$ cat config.mk
export PLATFORM = sky130hd
export DESIGN_NAME = disp_bcd_conv
export DESIGN_NICKNAME = d
export VERILOG_FILES = /design/src/rtl/disp_pkg.sv /design/src/rtl/bcd_add3.sv /design/src/rtl/disp_bcd_conv.sv
export SDC_FILE = /design/constraint.sdc
export NUM_CORES = 1
export LEC_CHECK = 0
export ABC_AREA = 1
export CAP_MARGIN = 20
export CORE_UTILIZATION = 58
export CTS_CLUSTER_DIAMETER = 100
export DETAILED_ROUTE_END_ITERATION = 8
export PLACE_DENSITY = 0.8
export RECOVER_POWER = 50
export REMOVE_ABC_BUFFERS = 1
export SYNTH_ARGS = -nofsm -noshare
export SYNTH_HDL_FRONTEND = slang
export SYNTH_SLANG_ARGS = --single-unit
$ cat constraint.sdc
create_clock -name clk -period 3.3 [get_ports clk]
set_input_delay 0.66 -clock clk [delete_from_list [all_inputs] [get_ports clk]]
set_output_delay 0.66 -clock clk [all_outputs]
set_load 0.05 [all_outputs]
$ cat src/rtl/disp_pkg.sv
// Shared types and default sizing for the display BCD conversion path.
package disp_pkg;

  localparam int unsigned MAG_W  = 15;
  localparam int unsigned DIGITS = 5;
  localparam int unsigned ITER_W = $clog2(MAG_W);

  typedef logic [3:0] bcd_digit_t;

  typedef enum logic [1:0] {
    IDLE,
    SHIFT,
    FINISH
  } conv_state_t;

endpackage

$ cat src/rtl/bcd_add3.sv
// Per-digit double-dabble correction: add 3 to any digit of 5 or more before the shift.
module bcd_add3
  import disp_pkg::*;
(
  input  bcd_digit_t i_digit,
  output bcd_digit_t o_digit
);

  assign o_digit = (i_digit >= 4'd5) ? (i_digit + 4'd3) : i_digit;

endmodule

$ cat src/rtl/disp_bcd_conv.sv
// Sequential sign-magnitude to BCD converter (shift-and-add-3) with leading-zero blanking.
module disp_bcd_conv
  import disp_pkg::*;
#(
  parameter int unsigned MAG_W  = disp_pkg::MAG_W,
  parameter int unsigned DIGITS = disp_pkg::DIGITS
) (
  input  logic                  clk,
  input  logic                  RST,
  input  logic [MAG_W:0]        value_in,
  input  logic                  start,
  output logic                  busy,
  output logic                  done,
  output logic                  sign_out,
  output logic [4*DIGITS-1:0]   bcd_out,
  output logic [DIGITS-1:0]     blank_mask
);

  localparam int unsigned CntW = (MAG_W > 1) ? $clog2(MAG_W) : 1;
  localparam logic [CntW-1:0] CntLast = CntW'(MAG_W - 1);

  conv_state_t         r_state, w_state_d;
  logic [MAG_W-1:0]    r_bin, w_bin_d;
  logic [4*DIGITS-1:0] r_bcd, w_bcd_d;
  logic [4*DIGITS-1:0] w_bcd_adj;
  logic [CntW-1:0]     r_cnt, w_cnt_d;
  logic                r_sign_pend, w_sign_pend_d;
  logic                r_busy, w_busy_d;
  logic                r_done, w_done_d;
  logic                r_sign_out, w_sign_out_d;
  logic [4*DIGITS-1:0] r_bcd_out, w_bcd_out_d;
  logic [DIGITS-1:0]   r_mask, w_mask_d;
  logic [DIGITS-1:0]   w_mask;
  logic                w_lead;

  for (genvar g = 0; g < DIGITS; g++) begin : g_add3
    bcd_add3 u_add3 (
      .i_digit (r_bcd[4*g +: 4]),
      .o_digit (w_bcd_adj[4*g +: 4])
    );
  end

  // A digit is blanked only while it and every digit above it are zero.
  always_comb begin
    w_lead = 1'b1;
    w_mask = '0;
    for (int i = DIGITS - 1; i > 0; i--) begin
      w_lead    = w_lead & (r_bcd[4*i +: 4] == 4'd0);
      w_mask[i] = w_lead;
    end
  end

  always_comb begin
    w_state_d     = r_state;
    w_bin_d       = r_bin;
    w_bcd_d       = r_bcd;
    w_cnt_d       = r_cnt;
    w_sign_pend_d = r_sign_pend;
    w_busy_d      = r_busy;
    w_done_d      = 1'b0;
    w_sign_out_d  = r_sign_out;
    w_bcd_out_d   = r_bcd_out;
    w_mask_d      = r_mask;
    unique case (r_state)
      IDLE: begin
        if (start) begin
          w_bin_d       = value_in[MAG_W-1:0];
          w_sign_pend_d = value_in[MAG_W];
          w_bcd_d       = '0;
          w_cnt_d       = '0;
          w_busy_d      = 1'b1;
          w_state_d     = SHIFT;
        end
      end
      SHIFT: begin
        w_bcd_d = {w_bcd_adj[4*DIGITS-2:0], r_bin[MAG_W-1]};
        w_bin_d = {r_bin[MAG_W-2:0], 1'b0};
        w_cnt_d = r_cnt + 1'b1;
        if (r_cnt == CntLast) begin
          w_state_d = FINISH;
        end
      end
      FINISH: begin
        w_bcd_out_d  = r_bcd;
        w_mask_d     = w_mask;
        // Negative zero is shown as plain zero.
        w_sign_out_d = r_sign_pend & (r_bcd != '0);
        w_done_d     = 1'b1;
        w_busy_d     = 1'b0;
        w_state_d    = IDLE;
      end
      default: w_state_d = IDLE;
    endcase
  end

  always_ff @(posedge clk or posedge RST) begin
    if (RST) begin
      r_state     <= IDLE;
      r_bin       <= '0;
      r_bcd       <= '0;
      r_cnt       <= '0;
      r_sign_pend <= 1'b0;
      r_busy      <= 1'b0;
      r_done      <= 1'b0;
      r_sign_out  <= 1'b0;
      r_bcd_out   <= '0;
      r_mask      <= '0;
    end else begin
      r_state     <= w_state_d;
      r_bin       <= w_bin_d;
      r_bcd       <= w_bcd_d;
      r_cnt       <= w_cnt_d;
      r_sign_pend <= w_sign_pend_d;
      r_busy      <= w_busy_d;
      r_done      <= w_done_d;
      r_sign_out  <= w_sign_out_d;
      r_bcd_out   <= w_bcd_out_d;
      r_mask      <= w_mask_d;
    end
  end

  assign busy       = r_busy;
  assign done       = r_done;
  assign sign_out   = r_sign_out;
  assign bcd_out    = r_bcd_out;
  assign blank_mask = r_mask;

endmodule

# After elaboration in Yosys (flattened, before gate mapping)
# Index checks and enable logic that the tools add are counted.
# Widths: inputs -> output; s select.
dict set report word_totals {
  reg_bits 69
  in_bits 19
  output_inout_bits 28
  elab_cells 59
}
dict set report op_classes {
  n_addsub 6
  n_lt_le_gt_ge 5
  eq_ne 5
  n_mux 17
  bitwise_logic 4
  n_reduce_logical 12
}
# op count
set op_table {}
lappend op_table {{$pmux 20 s2} 1}
lappend op_table {{$pmux 15 s2} 1}
lappend op_table {{$ge 4x3->1 const B} 5}
lappend op_table {{$mux 20} 1}
lappend op_table {{$mux 4} 5}
lappend op_table {{$reduce_bool 20->1} 1}
lappend op_table {{$add 4x2->4 const B} 4}
lappend op_table {{$logic_not 4->1} 4}
lappend op_table {{$mux 15} 1}
lappend op_table {{$pmux 4 s2} 1}
lappend op_table {{$reduce_and 2->1} 4}
lappend op_table {{$add 4x1->4 const B} 1}
lappend op_table {{$and 1x1->1} 4}
lappend op_table {{$eq 4x4->1 const B} 1}
lappend op_table {{$mux 2} 2}
lappend op_table {{$ne 2x2->1 const B} 2}
lappend op_table {{$pmux 2 s2} 1}
lappend op_table {{$reduce_bool 2->1} 2}
lappend op_table {{$add 3x2->3 const B} 1}
lappend op_table {{$mux 3} 1}
lappend op_table {{$eq 2x1->1 const B} 1}
lappend op_table {{$eq 2x2->1 const B} 1}
lappend op_table {{$logic_not 2->1} 1}
lappend op_table {{$mux 1} 2}
lappend op_table {{$pmux 1 s2} 1}

# Depth between registers and ports, before layout
# Gate-level depths: netlist of the first run.
dict set report depth {
  depth_word 4
  mapped_depth 8
  ltp_nobuf 8
}

# Modules after synthesis
# Synthesis of the first run repeated with hierarchy kept, for this count alone.
dict set report hier_totals {
  hier_cells 427
  area_unflattened_um2 3598.5
}
# module n_inst cells_each area_per_inst_um2 seq_area_each_um2
set modules_own_cells {}
lappend modules_own_cells {disp_bcd_conv 1 312 2922.8 1726.7}
lappend modules_own_cells {bcd_add3 5 23 135.1 0.0}

# Worst setup path after synthesis of the first run
# Ideal clock, no wire load.
dict set report synth_timing {
  kind {input -> register}
  start {in start}
  end {reg r_bin[5]}
  arrival_ps 1190
  required_time_ps 3176
  slack_ps 1986
  cell_stages 6
  cell_sequence {nand3_2 -> nand2_1 -> inv_2 -> buf_4 -> nand2_1 -> nand3_1}
}
dict set report synth_between {
  elab_chain_cells 2
}
# item line_no
set synth_lines {}
lappend synth_lines {{start, declared} disp_bcd_conv.sv:11} ;# input logic start,
lappend synth_lines {{$ne 2x2->1 (no line)} -}
lappend synth_lines {{$reduce_and 2->1 (no line)} -}
lappend synth_lines {{end signal, assigned} disp_bcd_conv.sv:110} ;# r_bin <= w_bin_d;
lappend synth_lines {{end, declared} disp_bcd_conv.sv:23} ;# logic [MAG_W-1:0] r_bin, w_bin_d;
# Every way passes these cells.
# A chain may end at the register's enable or synchronous reset.

# Final worst setup path of the first run
dict set report layout_timing {
  start {reg r_bcd_out[7] (netlist: bcd_out[7])}
  end {out bcd_out[7]}
}
# item line_no
set layout_rtl {}
lappend layout_rtl {{start, declared} disp_bcd_conv.sv:31} ;# logic [4*DIGITS-1:0] r_bcd_out, w_bcd_out_d;
lappend layout_rtl {{start signal, assigned} disp_bcd_conv.sv:117} ;# r_bcd_out <= w_bcd_out_d;
lappend layout_rtl {{end, declared} disp_bcd_conv.sv:15} ;# output logic [4*DIGITS-1:0] bcd_out,
# No word-level cell between the ends.

==> summary.md, run 1 <==
| Metric | Value |
|---|---|
| Outcome | `complete, no violations` |
| Category of the most critical setup path | `reg -> out` |
| TritonCTS Buffers | `9` |
| Critical Path, Cell by Cell | `clkdlybuf4s50_1` |
| Power density normalized to cell area | `about 1000 mW/mm^2` |
| CTS root buffer | `sky130_fd_sc_hd__clkbuf_8` |
| Count of antenna-violating nets left after detailed routing | `0` |
| Area of the multi-input gates | `0.00132 sq mm` |
| DR WL met3 | `317 microns` |
| Crit-path max cell delay | `~800 ps` |
| Count of final hold-check violations | `0` |
| Number of clock sinks seen by CTS | `69` |
| Area inside the core boundary | `0.00527 sq mm` |
| Final worst-path cycle share | `65.7%` |
| Count of buffer and inverter cells on the critical path | `1` |
| Critical Path Start | `bcd_out[7]` |
| Required time of the worst setup path | `2640 ps` |
| Setup repair after global routing missed its margin | `no` |
| Clk_skew | `4.33 ps` |
| Netlist area before placement | `0.00328 sq mm` |
| Number of gates given a new drive strength after cts | `0` |
| Starting density of the core | `62.2%` |
| Final-layout setup total negative slack | `0 ps` |
| Pwr Total | `4.03 mW` |
| Worst flop-to-flop path startpoint | `r_state[1]` |
| Commonest cells after routing, fill and taps aside | `sky130_fd_sc_hd__nand2_1 (134), sky130_fd_sc_hd__dfrtp_1 (69), sky130_fd_sc_hd__nand3_1 (51)` |
| Post-DR vias/cell | `5.37` |
| Netlist cell types | `20` |
| # Max-Cap Violations | `0` |
| Total detailed-routing wirelength | `6.59 mm` |
| Sum of overflow across all layers after global routing | `0` |
| Yosys warnings | `0` |
| Type of element capturing the critical path | `primary output` |
| CP max-delay cell | `sky130_fd_sc_hd__clkdlybuf4s50_1` |
| Post-layout minimum cycle time | `2170 ps` |
| Top cell type by total area after synthesis | `sky130_fd_sc_hd__dfrtp_1` |
| Critical path's top delay family | `buffers and inverters` |
| Startpoint type of the worst setup path | `flop` |
| Filler cell count | `420` |
| Via count of the first global-routing pass | `2511` |
| Worst hold path depth | `2` |
| Average routed wire per standard cell | `about 13 microns` |
| Origin of the worst min-delay path | `r_bin[0]` |
| Synth Area per Inst | `8.31 sq um` |
| Worst Tran Pin Value | `1070 ps` |
| Area of the die | `0.00595 sq mm` |
| Worst VDD drop | `0.000492 V` |
| Count of boundary I/O pins | `47` |
| Skew-Pair Late Insertion Delay | `340 ps` |
| Share of synthesized area occupied by flip-flops and latches | `52.7%` |
| Share of the synthesized area in the top cell type | `roughly 53%` |
| Maximum buffer depth of the clock tree | `2` |
| Uppermost routed layer | `met4` |
| Site row count | `26` |
| Tightest Hold Check Type | `reg -> reg` |
| Hold Buf Count CTS | `0` |
| Met2 WL post-DR | `3.07 mm` |
| Largest fanout on the critical path | `2` |
| Overall via count from detail_route | `2767` |
| Total of endpoints with negative setup slack in the final report | `0` |
| Largest net degree at the start of global routing | `53` |
| Number of port buffers | `between 40 and 50` |
| Arrival time of data at the critical path endpoint | `1510 ps` |
| Number of DRC violations after detailed-routing iteration 0 | `180` |
| Post-detail-place hpwl | `4.44 mm` |
| Layout cell share with drive strength beyond 1 | `3.82%` |
| End-of-flow core utilization | `74.7%` |
| Number of flip-flops and latches in the synthesized netlist | `69` |
| H-tree depth | `3` |
| Diodes inserted | `0` |
| Cell count of the worst reg-to-reg path | `5` |
| DRC viols | `0` |
| Wire length of the first global-routing pass | `11.5 mm` |
| Destination of the worst register-to-register timing path | `r_bcd[19]` |
| Area grow syn2layout | `20.1%` |
| Relative slew slack | `28.8%` |
| Post-layout nets | `~480` |
| Cells taking the most area after synthesis | `sky130_fd_sc_hd__dfrtp_1 (53%), sky130_fd_sc_hd__nand2_1 (15%), sky130_fd_sc_hd__nand3_1 (7.6%)` |
| Leakage power summed over all cells | `1.98 nW` |
| Count of pins over their slew limit | `0` |
| Clock-pin slew on the worst setup and hold paths | `70 ps` |
| F_max | `461 MHz` |
| Post-CTS setup buffer count | `0` |
| GRT Util Overall | `24.9%` |
| Length of routed wiring on met1 | `3.06 mm` |
| Worst R2R Setup Slack | `1400 ps` |
| CTS tree | `done` |
| Number of antenna violations at the first check in global routing | `0` |
| Die boundary width | `77.2 microns` |
| Sequential cell area | `0.00173 sq mm` |
| Most frequent standard cell in the layout excluding fill and tap cells | `sky130_fd_sc_hd__nand2_1` |
| TritonRoute pass-1 iters | `5` |
| Number of instances in the synthesized netlist | `394` |
| Worst-case hold path end point | `r_bin[0]` |
| Chip height | `77.2 microns` |
| Routability congestion estimate from global placement | `around 0.8` |
metal layers:
layer  vias to the layer above  track usage [%]
met5                         -                0
met4                         0             13.2
met2                       106             38.1
li1                       1357                -
met1                      1290             33.8
met3                        14             4.29
state kept, by name (all words and copies together) (netlist names), 2 cells and up:
name / count
blank_mask: 4
r_state: 2
r_bin: 15
r_bcd: 20
r_cnt: 4
bcd_out: 20
cell families after synthesis:
kind of cell	after synthesis	share of synthesized area (%)
compound gates	54	8.48
xor+xnor	2	0.535
fa+ha+maj	16	6.11
buf+inv	53	6.91
flops	69	52.7
other cells	1	0.114
simple gates	199	25.1
area by class of cell:
cell class | instances | area share (%)
clock inverter | 1 | 0.127
multi-input combinational | 272 | 33.5
tap | 70 | 2.23
inverter | 40 | 3.82
sequential | 69 | 43.9
clock buffer | 15 | 4.23
timing repair buffer | 48 | 12.2
synthesized netlist by cell type:
library cell               number
sky130_fd_sc_hd__a21oi_1        5
sky130_fd_sc_hd__buf_2          7
sky130_fd_sc_hd__buf_4          5
sky130_fd_sc_hd__clkbuf_1       1
sky130_fd_sc_hd__conb_1         1
sky130_fd_sc_hd__dfrtp_1       69
sky130_fd_sc_hd__ha_1          16
sky130_fd_sc_hd__inv_1         37
sky130_fd_sc_hd__inv_2          3
sky130_fd_sc_hd__nand2_1      134
sky130_fd_sc_hd__nand2_2        1
sky130_fd_sc_hd__nand3_1       50
sky130_fd_sc_hd__nand3_2        1
sky130_fd_sc_hd__nand4_1        2
sky130_fd_sc_hd__nor2_1        11
sky130_fd_sc_hd__o211ai_1       2
sky130_fd_sc_hd__o21ai_0       45
sky130_fd_sc_hd__o22ai_1        2
sky130_fd_sc_hd__xnor2_1        1
sky130_fd_sc_hd__xor2_1         1
worst max-delay path by stage:
stage,end,slack [ps],cells past startpoint
6_report,bcd_out[7],1130,1
5_1_grt,blank_mask[2],1080,1
4_1_cts,blank_mask[2],1110,1
3_5_place_dp,r_bin[7],1040,6
3_3_place_gp,r_bin[6],1100,6
2_1_floorplan,bcd_out[0],900,1
power breakdown:
part / total, mW / switching, mW / internal (mW)
clock network: 0.617 / 0.303 / 0.314
registers: 1.44 / 0.238 / 1.21
logic: 1.97 / 1.31 / 0.660
per-stage QoR:
step	worst slack [ps]	cells	area [sq um]	hold slack (ps)
5_1_grt	1080	515	3940	503
4_1_cts	1110	515	3940	478
2_1_floorplan	900	381	3200	442
3_5_place_dp	1040	499	3770	462
6_report	1130	515	3940	478
3_3_place_gp	1100	499	3770	456
No activity file was read; power rests on OpenSTA's default activity.
==> inputs of run 2 (changes only) <==
- CORE_UTILIZATION: 58 -> 49
- PLACE_DENSITY: 0.8 -> 0.72
- clock period: 3.3 -> 1.9 ns (I/O delays scaled with it)
==> run 2 against run 1 <==
Net effect:
- core utilization is 13 points lower
- design area is 0.16% lower
- critical path depth stayed put
- non-clock buffer count is 2 higher
- sequential cell count stayed put
- via count is 1.7% lower
- clock power is 90% higher
- critical path type unchanged
- sequential power is 74% higher
==> summary.md, run 2 (synthesized netlist as in run 1, its figures left out) <==
| Metric | Value |
|---|---|
| Outcome | `complete, no violations (unchanged)` |
| Category of the most critical setup path | `reg -> out (unchanged)` |
| Layout cell share with drive strength beyond 1 | `8.72% (was 3.82%)` |
| Startpoint type of the worst setup path | `flop (unchanged)` |
| Number of antenna violations at the first check in global routing | `0 (unchanged)` |
| Overall via count from detail_route | `2719 (was 2767)` |
| Post-detail-place hpwl | `4.35 mm (was 4.44 mm)` |
| Final-layout setup total negative slack | `0 ps (unchanged)` |
| Via count of the first global-routing pass | `2606 (was 2511)` |
| Final hold slack | `475 ps (was 478 ps)` |
| H-tree depth | `3 (unchanged)` |
| Cell count of the worst reg-to-reg path | `7 (was 5)` |
| Number of DRC violations after detailed-routing iteration 0 | `123 (was 180)` |
| Sum of overflow across all layers after global routing | `0 (unchanged)` |
| Site row count | `29 (was 26)` |
| Setup repair after global routing missed its margin | `no (unchanged)` |
| Net Sw Power | `3.17 mW (was 1.85 mW)` |
| Number of clock sinks seen by CTS | `69 (unchanged)` |
| Pwr Total | `7.01 mW (was 4.03 mW)` |
| Worst hold path depth | `2 (unchanged)` |
| CP max-delay cell | `sky130_fd_sc_hd__clkdlybuf4s50_1 (unchanged)` |
| Post-CTS setup buffer count | `0 (unchanged)` |
| Count of buffer and inverter cells on the critical path | `1 (unchanged)` |
| # Max-Cap Violations | `0 (unchanged)` |
| TritonCTS Buffers | `9 (unchanged)` |
| Worst R2R Setup Slack | `280 ps (was 1400 ps)` |
| Skew-Pair Late Insertion Delay | `350 ps (was 340 ps)` |
| Total detailed-routing wirelength | `6.44 mm (was 6.59 mm)` |
| Worst VDD drop | `0.00103 V (was 0.000492 V)` |
| Power density normalized to cell area | `1780 mW/mm^2 (was 1020 mW/mm^2)` |
| Die boundary width | `83.8 microns (was 77.2 microns)` |
| Arrival time of data at the critical path endpoint | `1480 ps (was 1510 ps)` |
| Final worst-path cycle share | `97.8%` |
| Count of final hold-check violations | `0 (unchanged)` |
| Critical path's top delay family | `buffers and inverters (unchanged)` |
| Total of endpoints with negative setup slack in the final report | `0 (unchanged)` |
| Required time of the worst setup path | `1520 ps (was 2640 ps)` |
| Tightest Hold Check Type | `reg -> reg (unchanged)` |
| Count of boundary I/O pins | `47 (unchanged)` |
| Critical Path, Cell by Cell | `clkdlybuf4s50_1 (unchanged)` |
| Worst Tran Pin Value | `914 ps (was 1070 ps)` |
| Power share of the combinational group | `47.4% (was 48.9%)` |
| Hold Buf Count CTS | `0 (unchanged)` |
| F_max | `538 MHz` |
| Area grow syn2layout | `19.9% (was 20.1%)` |
| Type of element capturing the critical path | `primary output (unchanged)` |
| Area inside the core boundary | `0.00639 sq mm (was 0.00527 sq mm)` |
| Crit-path max cell delay | `800 ps (about the same)` |
| Largest net degree at the start of global routing | `70 (was 53)` |
| Clock network fraction of total power | `16.8% (was 15.3%)` |
| Maximum buffer depth of the clock tree | `2 (unchanged)` |
| Number of port buffers | `45 (unchanged)` |
| Area of the die | `0.00702 sq mm (was 0.00595 sq mm)` |
| Clock-pin slew on the worst setup and hold paths | `70 ps (about the same)` |
| Post-layout minimum cycle time | `between 1500 and 2000 ps` |
| Commonest cells after routing, fill and taps aside | `sky130_fd_sc_hd__nand2_1 (135), sky130_fd_sc_hd__dfrtp_1 (69), sky130_fd_sc_hd__nand3_1 (50) (was sky130_fd_sc_hd__nand2_1 (134), sky130_fd_sc_hd__dfrtp_1 (69), sky130_fd_sc_hd__nand3_1 (51))` |
| DRC viols | `0 (unchanged)` |
| Count of antenna-violating nets left after detailed routing | `0 (unchanged)` |
| Largest fanout on the critical path | `2 (unchanged)` |
| Average routed wire per standard cell | `12.3 microns (was 12.8 microns)` |
| Cell-internal power | `3.84 mW (was 2.18 mW)` |
| Post-DR vias/cell | `5.19 (was 5.37)` |
| Clk_skew | `8.06 ps (was 4.33 ps)` |
| Wire length of the first global-routing pass | `11.8 mm (was 11.5 mm)` |
| Post-layout nets | `477 (was 475)` |
| Switching fraction of total power | `45.2% (was 45.9%)` |
| Number of logic stages on the critical path including buffering | `1 (unchanged)` |
| Starting density of the core | `51.3% (was 62.2%)` |
| Routability congestion estimate from global placement | `0.791 (was 0.802)` |
| Count of pins over their slew limit | `0 (unchanged)` |
| TritonRoute pass-1 iters | `4 (was 5)` |
| Diodes inserted | `0 (unchanged)` |
| CTS root buffer | `sky130_fd_sc_hd__clkbuf_8 (unchanged)` |
| Sequential power share | `35.8% (about the same)` |
| CTS tree | `done (unchanged)` |
| Most frequent standard cell in the layout excluding fill and tap cells | `sky130_fd_sc_hd__nand2_1 (unchanged)` |
| Relative slew slack | `39.0% (was 28.8%)` |
| Chip height | `83.8 microns (was 77.2 microns)` |
| Leakage power summed over all cells | `2.07 nW (was 1.98 nW)` |
| GRT Util Overall | `21.0% (was 24.9%)` |
| End-of-flow core utilization | `61.5% (was 74.7%)` |
[run 2: cell types whose count changed in the layout (fill, tap and decap cells not counted), moves of 2 or more]
cell                              before  now
sky130_fd_sc_hd__buf_4                 1   20
sky130_fd_sc_hd__clkdlybuf4s50_1      44   19
sky130_fd_sc_hd__clkbuf_2              0    2
sky130_fd_sc_hd__clkinv_1              0    2
sky130_fd_sc_hd__dlymetal6s2s_1        0    5
sky130_fd_sc_hd__clkbuf_1              5    3
[run 2: final cells by class]
type	instances	area (sq um)
timing repair buffer	50	443
clock buffer	12	145
fill	602	2460
tap	77	96.3
inverter	40	150
sequential	69	1730
clock inverter	4	47.5
multi-input combinational	272	1320
[run 2: metal layers]
| layer | up-vias | global-route usage (%) | wire, microns |
|---|---|---|---|
| li1 | 1359 | - | - |
| met1 | 1269 | 28.1 | 2990 |
| met2 | 78 | 33.2 | 2960 |
| met3 | 13 | 3.86 | 344 |
| met4 | 0 | 9.71 | 138 |
| met5 | - | 0 | 0 |
[run 2: path summary, 6_finish.rpt]
kind,from,endpoint
worst max-delay path,bcd_out[10],bcd_out[10]
worst min-delay path,bcd_out[9],bcd_out[9]
worst max register to register,r_state[1],r_bcd[16]
worst min register to register,bcd_out[9],bcd_out[9]
max in group asynchronous,RST,r_bcd[12]
min in group asynchronous,RST,sign_out
[run 2: power groups by stage]
stage | Combinational (mW) | Clock, mW | Sequential, mW
final | 3.32 | 1.17 | 2.51
after global routing | 3.83 | 1.27 | 2.59
after CTS | 3.41 | 1.20 | 2.51
after detailed placement | 3.40 | 0 | 2.53
after global placement | 3.30 | 0 | 2.51
after floorplan | 1.85 | 0 | 3.08
[run 2: timing repair]
action	CTS	global route
setup endpoints to repair	1	5
gates resized for setup	1	5
endpoints found under the hold margin	0	0
[run 2: metrics by stage]
step           cells  cell area, sq um  setup slack (ps)
2_1_floorplan    381              3200              -220
3_3_place_gp     508              3760               365
3_5_place_dp     508              3760               317
4_1_cts          524              3950              8.65
5_1_grt          524              3930              6.36
6_report         524              3930              42.7
==> inputs of run 3 (changes only) <==
- CORE_UTILIZATION: 49 -> 57
- DONT_BUFFER_PORTS: unset -> 1
- PLACE_DENSITY: 0.72 -> 0.71
==> run 3 against run 2 <==
Net effect:
- sequential cell count stayed put
- sequential power rose by 26%
- count of clock-buffer cells in the layout rose by 2
- non-clock buffer count shrank 43
- global-route usage increased by 2.3 points
- clock power about the same
- register-to-register slack better by 130 ps
- routed wire length fell by 3.2%
- first-iteration DRC count rose by 17%
- core utilization increased by 2.8 points
- via count is 6.6% lower
- critical endpoint is now r_bcd[11]
- largest power group is now registers
==> summary.md, run 3 (synthesized netlist as in run 1, its figures left out) <==
| Metric | Value |
|---|---|
| Number of DRC violations after detailed-routing iteration 0 | `144 (was 123)` |
| Number of port buffers | `0 (was 45)` |
| # Max-Cap Violations | `0 (unchanged)` |
| Diodes inserted | `0 (unchanged)` |
| CTS root buffer | `sky130_fd_sc_hd__clkbuf_8 (unchanged)` |
| Count of boundary I/O pins | `47 (unchanged)` |
| TritonRoute pass-1 iters | `4 (unchanged)` |
| Type of element capturing the critical path | `flop (was primary output)` |
| Origin of the worst min-delay path | `value_in[0] (was bcd_out[9])` |
| Die boundary width | `77.8 microns (was 83.8 microns)` |
| Count of antenna-violating nets left after detailed routing | `0 (unchanged)` |
| Post-CTS setup buffer count | `0 (unchanged)` |
| Power density normalized to cell area | `1890 mW/mm^2 (was 1780 mW/mm^2)` |
| Setup repair after global routing missed its margin | `no (unchanged)` |
| Final worst-path cycle share | `78.2% (was 97.8%)` |
| Hold Buf Count CTS | `1 (was 0)` |
| Category of the most critical setup path | `reg -> reg (was reg -> out)` |
| Most frequent standard cell in the layout excluding fill and tap cells | `sky130_fd_sc_hd__nand2_1 (unchanged)` |
| Post-layout minimum cycle time | `1490 ps (was 1860 ps)` |
| Worst Tran Pin Value | `692 ps (was 914 ps)` |
| Cell-internal power | `3.60 mW (was 3.84 mW)` |
| Total of endpoints with negative setup slack in the final report | `0 (unchanged)` |
| Filler cell count | `494 (was 602)` |
| Worst-case hold path end point | `r_bin[0] (was bcd_out[9])` |
| Average routed wire per standard cell | `13.1 microns (was 12.3 microns)` |
| Clk_skew | `7.06 ps (was 8.06 ps)` |
| Wire length of the first global-routing pass | `10.7 mm (was 11.8 mm)` |
| Required time of the worst setup path | `2110 ps (was 1520 ps)` |
| Post-layout nets | `434 (was 477)` |
| Total detailed-routing wirelength | `6.23 mm (was 6.44 mm)` |
| F_max | `673 MHz (was 538 MHz)` |
| Post-DR vias/cell | `5.35 (was 5.19)` |
| Skew-Pair Late Insertion Delay | `340 ps (was 350 ps)` |
| Power share of the combinational group | `35.0% (was 47.4%)` |
| Count of pins over their slew limit | `0 (unchanged)` |
| Critical Path Start | `r_state[1] (was bcd_out[10])` |
| Maximum buffer depth of the clock tree | `2 (unchanged)` |
| Tightest Hold Check Type | `in -> reg (was reg -> reg)` |
| Leakage power summed over all cells | `1.83 nW (was 2.07 nW)` |
| Routability congestion estimate from global placement | `0.863 (was 0.791)` |
| Site row count | `27 (was 29)` |
| GRT Util Overall | `23.3% (was 21.0%)` |
| Worst hold path depth | `2 (unchanged)` |
| Commonest cells after routing, fill and taps aside | `sky130_fd_sc_hd__nand2_1 (135), sky130_fd_sc_hd__dfrtp_1 (69), sky130_fd_sc_hd__nand3_1 (50) (unchanged)` |
| CTS tree | `done (unchanged)` |
| DR WL met3 | `301 microns (was 344 microns)` |
| Outcome | `complete, no violations (unchanged)` |
| Startpoint type of the worst setup path | `flop (unchanged)` |
| Worst R2R Setup Slack | `410 ps (was 280 ps)` |
| Via count of the first global-routing pass | `2380 (was 2606)` |
| Largest net degree at the start of global routing | `53 (was 70)` |
| Sequential power share | `47.3% (was 35.8%)` |
| Final hold slack | `161 ps (was 475 ps)` |
| Relative slew slack | `53.8% (was 39.0%)` |
| Destination of the worst register-to-register timing path | `r_bcd[11] (was r_bcd[16])` |
| Number of antenna violations at the first check in global routing | `0 (unchanged)` |
| DRC viols | `0 (unchanged)` |
| Largest fanout on the critical path | `10 (was 2)` |
| Clock network fraction of total power | `17.7% (was 16.8%)` |
| Sum of overflow across all layers after global routing | `0 (unchanged)` |
| Clock-pin slew on the worst setup and hold paths | `70 ps (about the same)` |
| Overall via count from detail_route | `2539 (was 2719)` |
| Switching fraction of total power | `46.3% (was 45.2%)` |
| Length of routed wiring on met1 | `2.93 mm (was 2.99 mm)` |
| Net Sw Power | `3.10 mW (was 3.17 mW)` |
| Arrival time of data at the critical path endpoint | `1690 ps (was 1480 ps)` |
| Area grow syn2layout | `8.10% (was 19.9%)` |
| Area of the die | `0.00605 sq mm (was 0.00702 sq mm)` |
| Dpl cells | `459 (was 508)` |
| Post-layout instance count excluding filler cells | `475 (was 524)` |
| Post-detail-place hpwl | `4.17 mm (was 4.35 mm)` |
| Starting density of the core | `59.5% (was 51.3%)` |
| Met2 WL post-DR | `2.88 mm (was 2.96 mm)` |
| TritonCTS Buffers | `9 (unchanged)` |
| Cell count of the worst reg-to-reg path | `5 (was 7)` |
| Number of clock sinks seen by CTS | `69 (unchanged)` |
| Chip height | `77.8 microns (was 83.8 microns)` |
| Count of final hold-check violations | `0 (unchanged)` |
| Uppermost routed layer | `met4 (unchanged)` |
| Worst VDD drop | `0.000902 V (was 0.00103 V)` |
| Layout cell share with drive strength beyond 1 | `4.96% (was 8.72%)` |
| Number of gates given a new drive strength after cts | `0 (was 1)` |
| Area inside the core boundary | `0.00551 sq mm (was 0.00639 sq mm)` |
| H-tree depth | `3 (unchanged)` |
| Worst flop-to-flop path startpoint | `r_state[1] (unchanged)` |
run 3: cell types whose count changed in the layout (fill, tap and decap cells not counted), moves of 2 or more:
cell,before,now
sky130_fd_sc_hd__buf_4,20,3
sky130_fd_sc_hd__clkdlybuf4s50_1,19,0
sky130_fd_sc_hd__clkinv_2,2,0
sky130_fd_sc_hd__clkinv_1,2,0
sky130_fd_sc_hd__dlymetal6s2s_1,5,0
run 3: area by class of cell:
type	instances	area, sq um	area share, %
clock inverters	1	30.0	0.848
inverters	40	150	4.24
clock buffers	14	163	4.59
well taps	72	90.1	2.54
multi-input cells	272	1320	37.3
flip-flops and latches	69	1730	48.8
repair buffers	7	61.3	1.73
run 3: per-stage QoR:
stage	cell area (sq um)	worst slack (ps)	TNS (ps)	utilization, %	total power [mW]
after floorplan	3200	-220	-15170	-	4.93
after global placement	3350	535	0	60.8	5.45
after detailed placement	3350	461	0	60.8	5.55
after CTS	3550	448	0	64.5	6.77
after global routing	3540	225	0	64.3	7.29
final	3540	414	0	64.3	6.70
run 3: worst max path at each step:
stage / end / slack [ps] / depth (start not counted)
finish: r_bcd[11] / 410 / 5
global route: r_bcd[13] / 230 / 8
CTS: r_bcd[13] / 450 / 8
detailed placement: r_bcd[13] / 460 / 8
global placement: r_bcd[13] / 540 / 7
floorplan: bcd_out[0] / -220 / 1
run 3: critical path: stages, from the launching register on:
cell and delay, ps:
sky130_fd_sc_hd__dfrtp_1 370, sky130_fd_sc_hd__inv_1 80, sky130_fd_sc_hd__nand2_1 180, sky130_fd_sc_hd__nand2_1 170
sky130_fd_sc_hd__clkbuf_1 400, sky130_fd_sc_hd__o21ai_0 150
run 3: power groups by stage:
stage	Combinational, mW	Sequential [mW]	Clock (mW)
global route	2.75	3.26	1.28
finish	2.34	3.17	1.19
floorplan	1.85	3.08	0
global placement	2.28	3.18	0
CTS	2.38	3.17	1.22
detailed placement	2.36	3.19	0
run 3: per-layer routing:
layer	up-vias	track usage (%)
met1	1204	29.4
met5	-	0
met3	13	6.59
li1	1267	-
met4	0	12.8
met2	55	36.2
